**src/rtl/mul_wb_merge.sv**
```systemverilog
// Merges buffered multiply results with the single-cycle ALU writeback onto one
// register-file write port. The ALU has priority, and ALU writes cancel stale queued multiply results.
module mul_wb_merge #(
    parameter int DATA_W    = 32,
    parameter int ADDR_W    = 5,
    parameter int DEPTH     = 4,
    parameter int STALL_LVL = 2
) (
    input  logic              clk,
    input  logic              rst_n,
    input  logic              mul_regwrite_in,
    input  logic [ADDR_W-1:0] mul_wreg_in,
    input  logic [DATA_W-1:0] mul_result_in,
    input  logic              mul_overflow_in,
    input  logic              alu_regwrite_in,
    input  logic [ADDR_W-1:0] alu_wreg_in,
    input  logic [DATA_W-1:0] alu_result_in,
    output logic              wb_we,
    output logic [ADDR_W-1:0] wb_addr,
    output logic [DATA_W-1:0] wb_data,
    output logic              wb_src,
    output logic              mul_ovf_out,
    output logic              mul_stall,
    output logic              fifo_err
);

    localparam int PTR_W = $clog2(DEPTH);
    localparam int CNT_W = $clog2(DEPTH + 1);

    // Handshake: mul_regwrite_in is a valid strobe with no ready. The issuing stage must
    // stop sending while mul_stall is high. A push into a full FIFO that is not draining
    // in the same cycle is lost, and fifo_err records that loss until reset.

    logic [PTR_W-1:0]  head, tail;
    logic [CNT_W-1:0]  count;
    logic [DEPTH-1:0]  ent_valid;
    logic [DEPTH-1:0]  ent_ovf;
    logic [ADDR_W-1:0] ent_wreg   [DEPTH];
    logic [DATA_W-1:0] ent_result [DEPTH];

    logic alu_kill, mul_req, fifo_empty, fifo_full;
    logic pop, bypass, push, overrun, push_valid;

    always_comb begin
        alu_kill   = alu_regwrite_in && (alu_wreg_in != '0);
        mul_req    = mul_regwrite_in && (mul_wreg_in != '0);
        fifo_empty = (count == '0);
        fifo_full  = (count == CNT_W'(DEPTH));
        pop        = !alu_regwrite_in && !fifo_empty;
        bypass     = !alu_regwrite_in && fifo_empty && mul_req;
        push       = mul_req && !bypass && (!fifo_full || pop);
        overrun    = mul_req && !bypass && fifo_full && !pop;
        // An in-flight multiply is older than a same-cycle ALU write to the same register.
        push_valid = !(alu_kill && (mul_wreg_in == alu_wreg_in));
    end

    assign mul_stall = (count >= CNT_W'(STALL_LVL));

    always_ff @(posedge clk) begin
        if (push) begin
            ent_wreg[tail]   <= mul_wreg_in;
            ent_result[tail] <= mul_result_in;
            ent_ovf[tail]    <= mul_overflow_in;
        end
    end

    always_ff @(posedge clk or negedge rst_n) begin
        if (!rst_n) begin
            head        <= '0;
            tail        <= '0;
            count       <= '0;
            ent_valid   <= '0;
            wb_we       <= 1'b0;
            wb_addr     <= '0;
            wb_data     <= '0;
            wb_src      <= 1'b0;
            mul_ovf_out <= 1'b0;
            fifo_err    <= 1'b0;
        end else begin
            for (int i = 0; i < DEPTH; i++) begin
                if (alu_kill && (ent_wreg[i] == alu_wreg_in))
                    ent_valid[i] <= 1'b0;
            end
            if (pop) begin
                ent_valid[head] <= 1'b0;
                head            <= head + PTR_W'(1);
            end
            // The push is written last so that, when the FIFO is full and popping, it wins on the shared slot.
            if (push) begin
                ent_valid[tail] <= push_valid;
                tail            <= tail + PTR_W'(1);
            end
            if (push && !pop)
                count <= count + CNT_W'(1);
            else if (pop && !push)
                count <= count - CNT_W'(1);

            fifo_err    <= fifo_err | overrun;
            wb_we       <= 1'b0;
            mul_ovf_out <= 1'b0;
            if (alu_regwrite_in) begin
                if (alu_kill) begin
                    wb_we   <= 1'b1;
                    wb_addr <= alu_wreg_in;
                    wb_data <= alu_result_in;
                    wb_src  <= 1'b0;
                end
            end else if (pop) begin
                if (ent_valid[head]) begin
                    wb_we       <= 1'b1;
                    wb_addr     <= ent_wreg[head];
                    wb_data     <= ent_result[head];
                    wb_src      <= 1'b1;
                    mul_ovf_out <= ent_ovf[head];
                end
            end else if (bypass) begin
                wb_we       <= 1'b1;
                wb_addr     <= mul_wreg_in;
                wb_data     <= mul_result_in;
                wb_src      <= 1'b1;
                mul_ovf_out <= mul_overflow_in;
            end
        end
    end

endmodule

```
**config.mk**
```make
export PLATFORM = sky130hd
export DESIGN_NAME = mul_wb_merge
export DESIGN_NICKNAME = d
export VERILOG_FILES = /design/src/rtl/mul_wb_merge.sv
export SDC_FILE = /design/constraint.sdc
export NUM_CORES = 1
export LEC_CHECK = 0
export ABC_AREA = 1
export CORE_AREA = 4 4 115 160
export CTS_CLUSTER_DIAMETER = 80
export DETAILED_ROUTE_END_ITERATION = 6
export DIE_AREA = 0 0 119 164
export GPL_TIMING_DRIVEN = 0
export PLACE_DENSITY = 0.78
export SETUP_SLACK_MARGIN = 0.4
export SYNTH_ARGS = -nofsm -noshare
export SYNTH_HDL_FRONTEND = slang
export SYNTH_SLANG_ARGS = --single-unit
```
**constraint.sdc**
```tcl
create_clock -name clk -period 3.1 [get_ports clk]
set_input_delay 0.31 -clock clk [delete_from_list [all_inputs] [get_ports clk]]
set_output_delay 0.31 -clock clk [all_outputs]
set_load 0.02 [all_outputs]
```
# Word level (Yosys, flattened, before mapping)
# Memory sizes are Yosys's and may differ from the RTL's.
# Index checks and enable logic that the tools add are counted.
[word_totals]
ff_bits = 56
ram_bits = 148
input_bits = 79
mem_count = 2
[classes]
add_sub_neg = 4
n_lt_le_gt_ge = 5
n_eq_ne = 8
n_mux = 44
bitwise = 3
n_reduce_logical = 32
[mem_list]
columns = ["name", "depth", "width", "read_ports", "rd_clocked_by_memory_dff", "write_ports", "line_no", "rtl"]
rows = [
  ["ent_result", 4, 32, 1, 0, 1, "39", "logic [DATA_W-1:0] ent_result [DEPTH];"],
  ["ent_wreg", 4, 5, 5, 0, 1, "38", "logic [ADDR_W-1:0] ent_wreg [DEPTH];"],
]
[op_table]
columns = ["operator", "n"]
rows = [
  ["32-bit 2-to-1 mux", 5],
  ["5-bit == test", 5],
  ["5-bit 2-to-1 mux", 5],
  ["1-bit 2-to-1 mux", 24],
  ["1-bit logical AND", 18],
  ["5-bit nonzero test", 2],
  ["4-bit bitwise mux", 2],
  ["4-bit 2-to-1 mux", 2],
  ["1-bit logical NOT", 7],
  ["2-bit by 3-bit less-than comparator with 1-bit output (second input constant)", 2],
  ["3-bit 2-to-1 mux", 2],
  ["2-bit by 1-bit adder with 2-bit output (second input constant)", 2],
  ["4-bit AND", 1],
  ["1-bit binary-select mux with 2-bit select", 2],
  ["1-bit demux with 2-bit select", 2],
  ["2-bit by 1-bit greater-or-equal comparator with 1-bit output (second input constant)", 2],
  ["4-bit inverter", 1],
  ["3-bit by 1-bit adder with 3-bit output (second input constant)", 1],
  ["3-bit == test (second input constant)", 1],
  ["3-bit by 2-bit greater-or-equal comparator with 1-bit output (second input constant)", 1],
  ["3-bit logical NOT", 1],
  ["3-bit by 2-bit != test with 1-bit output (second input constant)", 1],
  ["3-bit AND reduction", 1],
  ["3-bit nonzero test", 1],
  ["5 further kinds", 5],
]

# Longest topological paths before layout
[depth]
word_depth = 10
mapped_depth = 10
ltp_nobuf = 10

# Worst setup path after synthesis
# OpenSTA, ideal clock, no wires.
[synth_timing]
path_kind = "reg-to-reg"
start = "reg count[0]"
end = "reg ent_ovf[1], enable pin"
setup_ps = 393
arrival_time_ps = 1795
required_ps = 2707
setup_slack_ps = 913
stages_incl_launch_ff = 7
path_cell_list = "dfrtp_1 nor2_2 nand3_1 nand2_1 nor2_2 nand2_1 inv_1"
[synth_between]
elab_chain_len = 6
word_cells_on_any_way = 11
classes_between = "eq/ne (1); reduce/logical (10)"
[synth_rtl]
columns = ["item", "line_no", "rtl"]
rows = [
  ["from (decl)", "35", "logic [CNT_W-1:0] count;"],
  ["from (signal assigned)", "94", "count <= count + CNT_W'(1);"],
  ["from (signal assigned)", "96", "count <= count - CNT_W'(1);"],
  ["3-bit logical NOT", "47", "fifo_empty = (count == '0);"],
  ["1-bit logical AND (2 in a row)", "50", "bypass = !alu_regwrite_in && fifo_empty && mul_req;"],
  ["1-bit logical NOT", "51", "push = mul_req && !bypass && (!fifo_full || pop);"],
  ["1-bit logical AND", "51", ""],
  ["1-bit logical AND (*)", "51", ""],
  ["named net push", "42", "logic pop, bypass, push, overrun, push_valid;"],
  ["to (signal, indexed assignment)", "63", "ent_ovf[tail] <= mul_overflow_in;"],
  ["to (decl)", "37", "logic [DEPTH-1:0] ent_ovf;"],
]
# Mark *: on every way through the listed nets, which the timed path passes. The rest lies on a longest branch.
# A chain may end at the register's enable or synchronous reset.

# Worst setup path after layout
[layout_timing]
start = "in alu_regwrite_in"
end = "reg count[2]"
[layout_between]
elab_chain_len = 9
word_cells_on_any_way = 14
classes_between = "mux (1); reduce/logical (13)"
[layout_rtl]
columns = ["item", "line_no", "rtl"]
rows = [
  ["from (decl)", "15", "input logic alu_regwrite_in,"],
  ["1-bit logical NOT (*)", "49, 50", ""],
  ["1-bit logical AND (2 in a row)", "50", ""],
  ["1-bit logical NOT", "51", ""],
  ["1-bit logical AND", "51", ""],
  ["1-bit logical AND (*)", "51", ""],
  ["named net push", "42", ""],
  ["1-bit logical NOT", "95", "else if (pop && !push)"],
  ["1-bit logical AND", "95", ""],
  ["2-bit nonzero test (no line)", "-", ""],
]
# Marked as above.

==> out/qor_table.md <==
| Item | This run | Unit |
|:---|:---|:---|
| Largest net degree at the start of global routing | 38 | - |
| Master of the slowest instance on the critical path | clkdlybuf4s50_1 | - |
| P&R area growth vs syn | 24.3 | % |
| Internal power contribution | 6.62 | mW |
| Dominant cell type by area after synthesis | edfxtp_1 | - |
| Max Freq | 419 | MHz |
| Initial antenna violation count | 0 | - |
| Slew Viols, Final | 0 | - |
| Placeable core area | 16,900 | µm² |
| Run status | finished, final reports clean | - |
| Final worst slack | 0.715 | ns |
| Number of fill cells | 1,261 | - |
| Post-DP HPWL | 16,100 | µm |
| Hold Path Class | in2async | - |
| Number of nets in the layout | 1,185 | - |
| Worst r2r src | count[0]$_DFFE_PN0P_ | - |
| CTS tree | yes | - |
| Cell area after technology mapping | 9160 | µm² |
| Number of placement rows | 56 | - |
| Dominant cells by area after synthesis | edfxtp_1, dfrtp_1, nand2_1 | - |
| Non-filler instance count after layout | 1,342 | - |
| Areal power density over the cells | 934 | nW/µm² |
| Leakage power | 4.75 | nW |
| Register share of total power | 37.5 | % |
| Deepest level of the CTS H-tree | 1 | - |
| CP Launch Type | input port | - |
| DP Worst Slack | 0.259 | ns |
| Number of inserted diodes | 0 | - |
| First-pass GRT wire length | 37,500 | µm |
| Setup repair after global routing missed its margin | no | - |
| Final total power | 10.6 | mW |
| Buffer levels on the longest clock path | 3 | - |
| Average instance area after synthesis | 9.61 | µm² |
| Switching pwr | 4.01 | mW |
| Die Width | 119 | µm |
| Combinational share of power | 38.9 | % |
| YS warnings | 0 | - |
| Detailed router's first-iteration violation count | 688 | - |
| Max-cap violation count | 0 | - |
| Largest voltage drop on the vdd net | 0.000513 | V |
| Setup clock skew after layout | 0.00976 | ns |
| Clock network fraction of design power | 23.6 | % |
| Switching part of the total | 37.7 | % |
| Cell at the root of the clock tree | clkbuf_16 | - |
| Clock transition time at the flip-flop clock pins of the worst setup and hold paths | 0.07 | ns |
| Number of endpoints failing setup at the final stage | 0 | - |
| Final worst path period share | 76.9 | % |
| Worst-path maximum fanout | 10 | - |
| Data arrival time at the worst-slack endpoint | 2.75 | ns |
| Critical path capture point type | flip-flop | - |
| Vert. Die Dim | 164 | µm |
| Slew at the pin closest to its max-slew limit | 0.746 | ns |
| Top Ports | 121 | - |
| DIE AREA | 19,500 | µm² |
| Starting density of the core | 54.2 | % |
| Number of vias after detailed routing | 7,208 | - |
| Number of buffers inserted during clock tree synthesis | 20 | - |
| Synth Register Bits | 204 | - |
| Number of endpoints with negative hold slack in the final report | 0 | - |
| TritonCTS sink count | 204 | - |
| Yosys top cell area share | 49.8 | % |
| Remaining number of nets flagged by the antenna check after routing | 0 | - |
| Register area share after synthesis | 64.0 | % |
| Buffering stage count on the worst path with inverters included | 3 | - |
| CP delay by family, top | buffers and inverters | - |
| Worst setup path category | in2reg | - |
| Number of nets produced by synthesis | 1,042 | - |
| DRT Wirelength | 24,200 | µm |
| Count of placed standard cells including taps | 1,305 | - |
| Post-Syn Instances | 953 | - |
| List of cells traversed by the critical path | clkdlybuf4s50_1, clkbuf_1, nand3_1, nand2_1, nor2_2, ha_1, inv_1, fa_1, a21oi_1, o21ai_0, xor2_1 | - |
| DRC violations left | 0 | - |
| Number of gates given a new drive strength after cts | 0 | - |
| Port Buffers | 115 | - |
| Via count of the first global-routing pass | 7,316 | - |
| Number of iterations in the first detailed-routing pass | 5 | - |
| Ratio of cells with drive above 1 in the final layout | 6.49 | % |
| Synth unique cells | 28 | - |
| Later-pin clock latency in the skew report | 0.50 | ns |
| Crit path time final | 2.38 | ns |
| Total global routing track utilization | 24.6 | % |
| Wire length per cell after detailed routing | 18.0 | µm |
| Drt via density | 5.37 | - |
| GRT overflow | 0 | - |
| Worst endpoint required time | 3.47 | ns |
| Max-slew headroom at the worst pin | 50.3 | % |
| Largest stage delay on the critical path | 0.43 | ns |
| Worst setup startpoint | alu_regwrite_in | - |
| Weighted congestion reported at the end of routability-driven placement | 0.839 | - |
==> power groups by stage <==
| stage | clock, mW | sequential [mW] | combinational, mW |
|---|---|---|---|
| 2_1_floorplan | 0 | 4.29 | 2.13 |
| 3_3_place_gp | 0 | 4.03 | 3.91 |
| 3_5_place_dp | 0 | 4.03 | 4.06 |
| 4_1_cts | 2.52 | 3.99 | 4.13 |
| 5_1_grt | 2.62 | 4.05 | 4.56 |
| 6_report | 2.50 | 3.99 | 4.14 |
==> metal layers <==
metal / vias up / global-route usage, % / part of all wire, %
met4: 0 / 11.0 / 3.5
met2: 334 / 43.8 / 51
li1: 3394 / - / -
met3: 58 / 3.31 / 7.7
met1: 3422 / 29.9 / 37
met5: - / 0 / 0
==> worst reg2reg max path, stage by stage, from the launching register on <==
cell	delay, ns
dfrtp_1	0.42
nor2_2	0.08
nand3_1	0.20
nand2_1	0.10
nor2_2	0.30
ha_1	0.21
inv_1	0.07
fa_1	0.39
a21oi_1	0.14
o21ai_0	0.10
xor2_1	0.16
==> area by class of cell <==
cell class / instances / area, µm² / area share [%]
Inverter: 55 / 206 / 1.81
Clock inverter: 14 / 151 / 1.33
Clock buffer: 22 / 529 / 4.65
Buffer: 47 / 219 / 1.92
Timing Repair Buffer: 121 / 1260 / 11.0
Multi-Input combinational cell: 647 / 2870 / 25.2
Sequential cell: 204 / 5870 / 51.5
Tap cell: 232 / 290 / 2.55
==> flip-flops by register name, indices dropped and copies added (netlist names) <==
| name | flops |
|---|---|
| count | 3 |
| head | 2 |
| ent_valid | 4 |
| wb_data | 32 |
| ent_ovf | 4 |
| mul_ovf_out | 1 |
| wb_addr | 5 |
| ent_wreg | 20 |
| ent_result | 128 |
| tail | 2 |
| fifo_err | 1 |
| wb_src | 1 |
| wb_we | 1 |
==> per-stage QoR <==
stage | hold slack [ns] | TNS [ns] | cell area, µm² | util [%]
6_report | 0.283 | 0 | 11400 | 67.4
5_1_grt | 0.340 | 0 | 11400 | 67.4
4_1_cts | 0.292 | 0 | 11400 | 67.4
3_5_place_dp | 0.272 | 0 | 10700 | 63.3
3_3_place_gp | 0.462 | -74.58 | 10600 | 62.8
2_1_floorplan | 0.0144 | 0 | 9160 | -
==> worst paths after layout <==
| path | slack, ns | cells past startpoint | end |
|---|---|---|---|
| max | 0.72 | 11 | count[2]$_DFFE_PN0P_ |
| min reg2reg | 0.48 | 2 | wb_addr[1]$_DFFE_PN0P_ |
| max reg2reg | 0.83 | 10 | count[2]$_DFFE_PN0P_ |
| min in group clk | 0.42 | 5 | wb_addr[0]$_DFFE_PN0P_ |
| max in group asynchronous | 2.23 | 3 | wb_data[14]$_DFFE_PN0P_ |
| min | 0.28 | 2 | ent_valid[2]$_DFF_PN0_ |
==> logic make-up (layout without fill, tap and decap cells) <==
group	after synthesis	count (layout)	synth area share, %
and+or+nand+nor	504	504	21.4
muxes	1	1	0.123
adders and majority gates	10	10	1.45
xor gates and xnor gates	22	22	2.10
AOI/OAI and AO/OA	110	110	6.23
buffers and inverters	102	259	4.64
DFF	204	204	64.0
==> cell usage after synthesis (all sizes together) <==
master / instances
o21bai: 1
edfxtp: 152
nor2: 130
fa: 1
or2: 1
clkbuf: 21
a21oi: 5
mux2: 1
nand3b: 2
o21ai: 96
nand3: 35
xnor2: 5
dfrtp: 52
xor2: 17
nand2: 334
o22ai: 2
inv: 55
nand4: 2
ha: 9
buf: 26
o211ai: 6
==> repair_timing <==
item | 4_1_cts | 5_1_grt
hold buffers | 1 | 0
buffers inserted | 0 | 0
hold endpoints to repair | 15 | 0
==> cells in the final DEF, fill, tap and decap left out, types with 20 or more instances in the layout <==
cell type / netlist / layout
o21ai_0: 82 / 82
dfrtp_1: 52 / 52
clkbuf_16: 0 / 21
nand3_1: 34 / 34
clkbuf_1: 21 / 22
nand2_1: 334 / 334
edfxtp_1: 152 / 152
buf_2: 19 / 20
inv_1: 52 / 48
clkdlybuf4s50_1: 0 / 114
nor2_1: 128 / 128
Note: power is estimated with default switching activity, not from simulation.
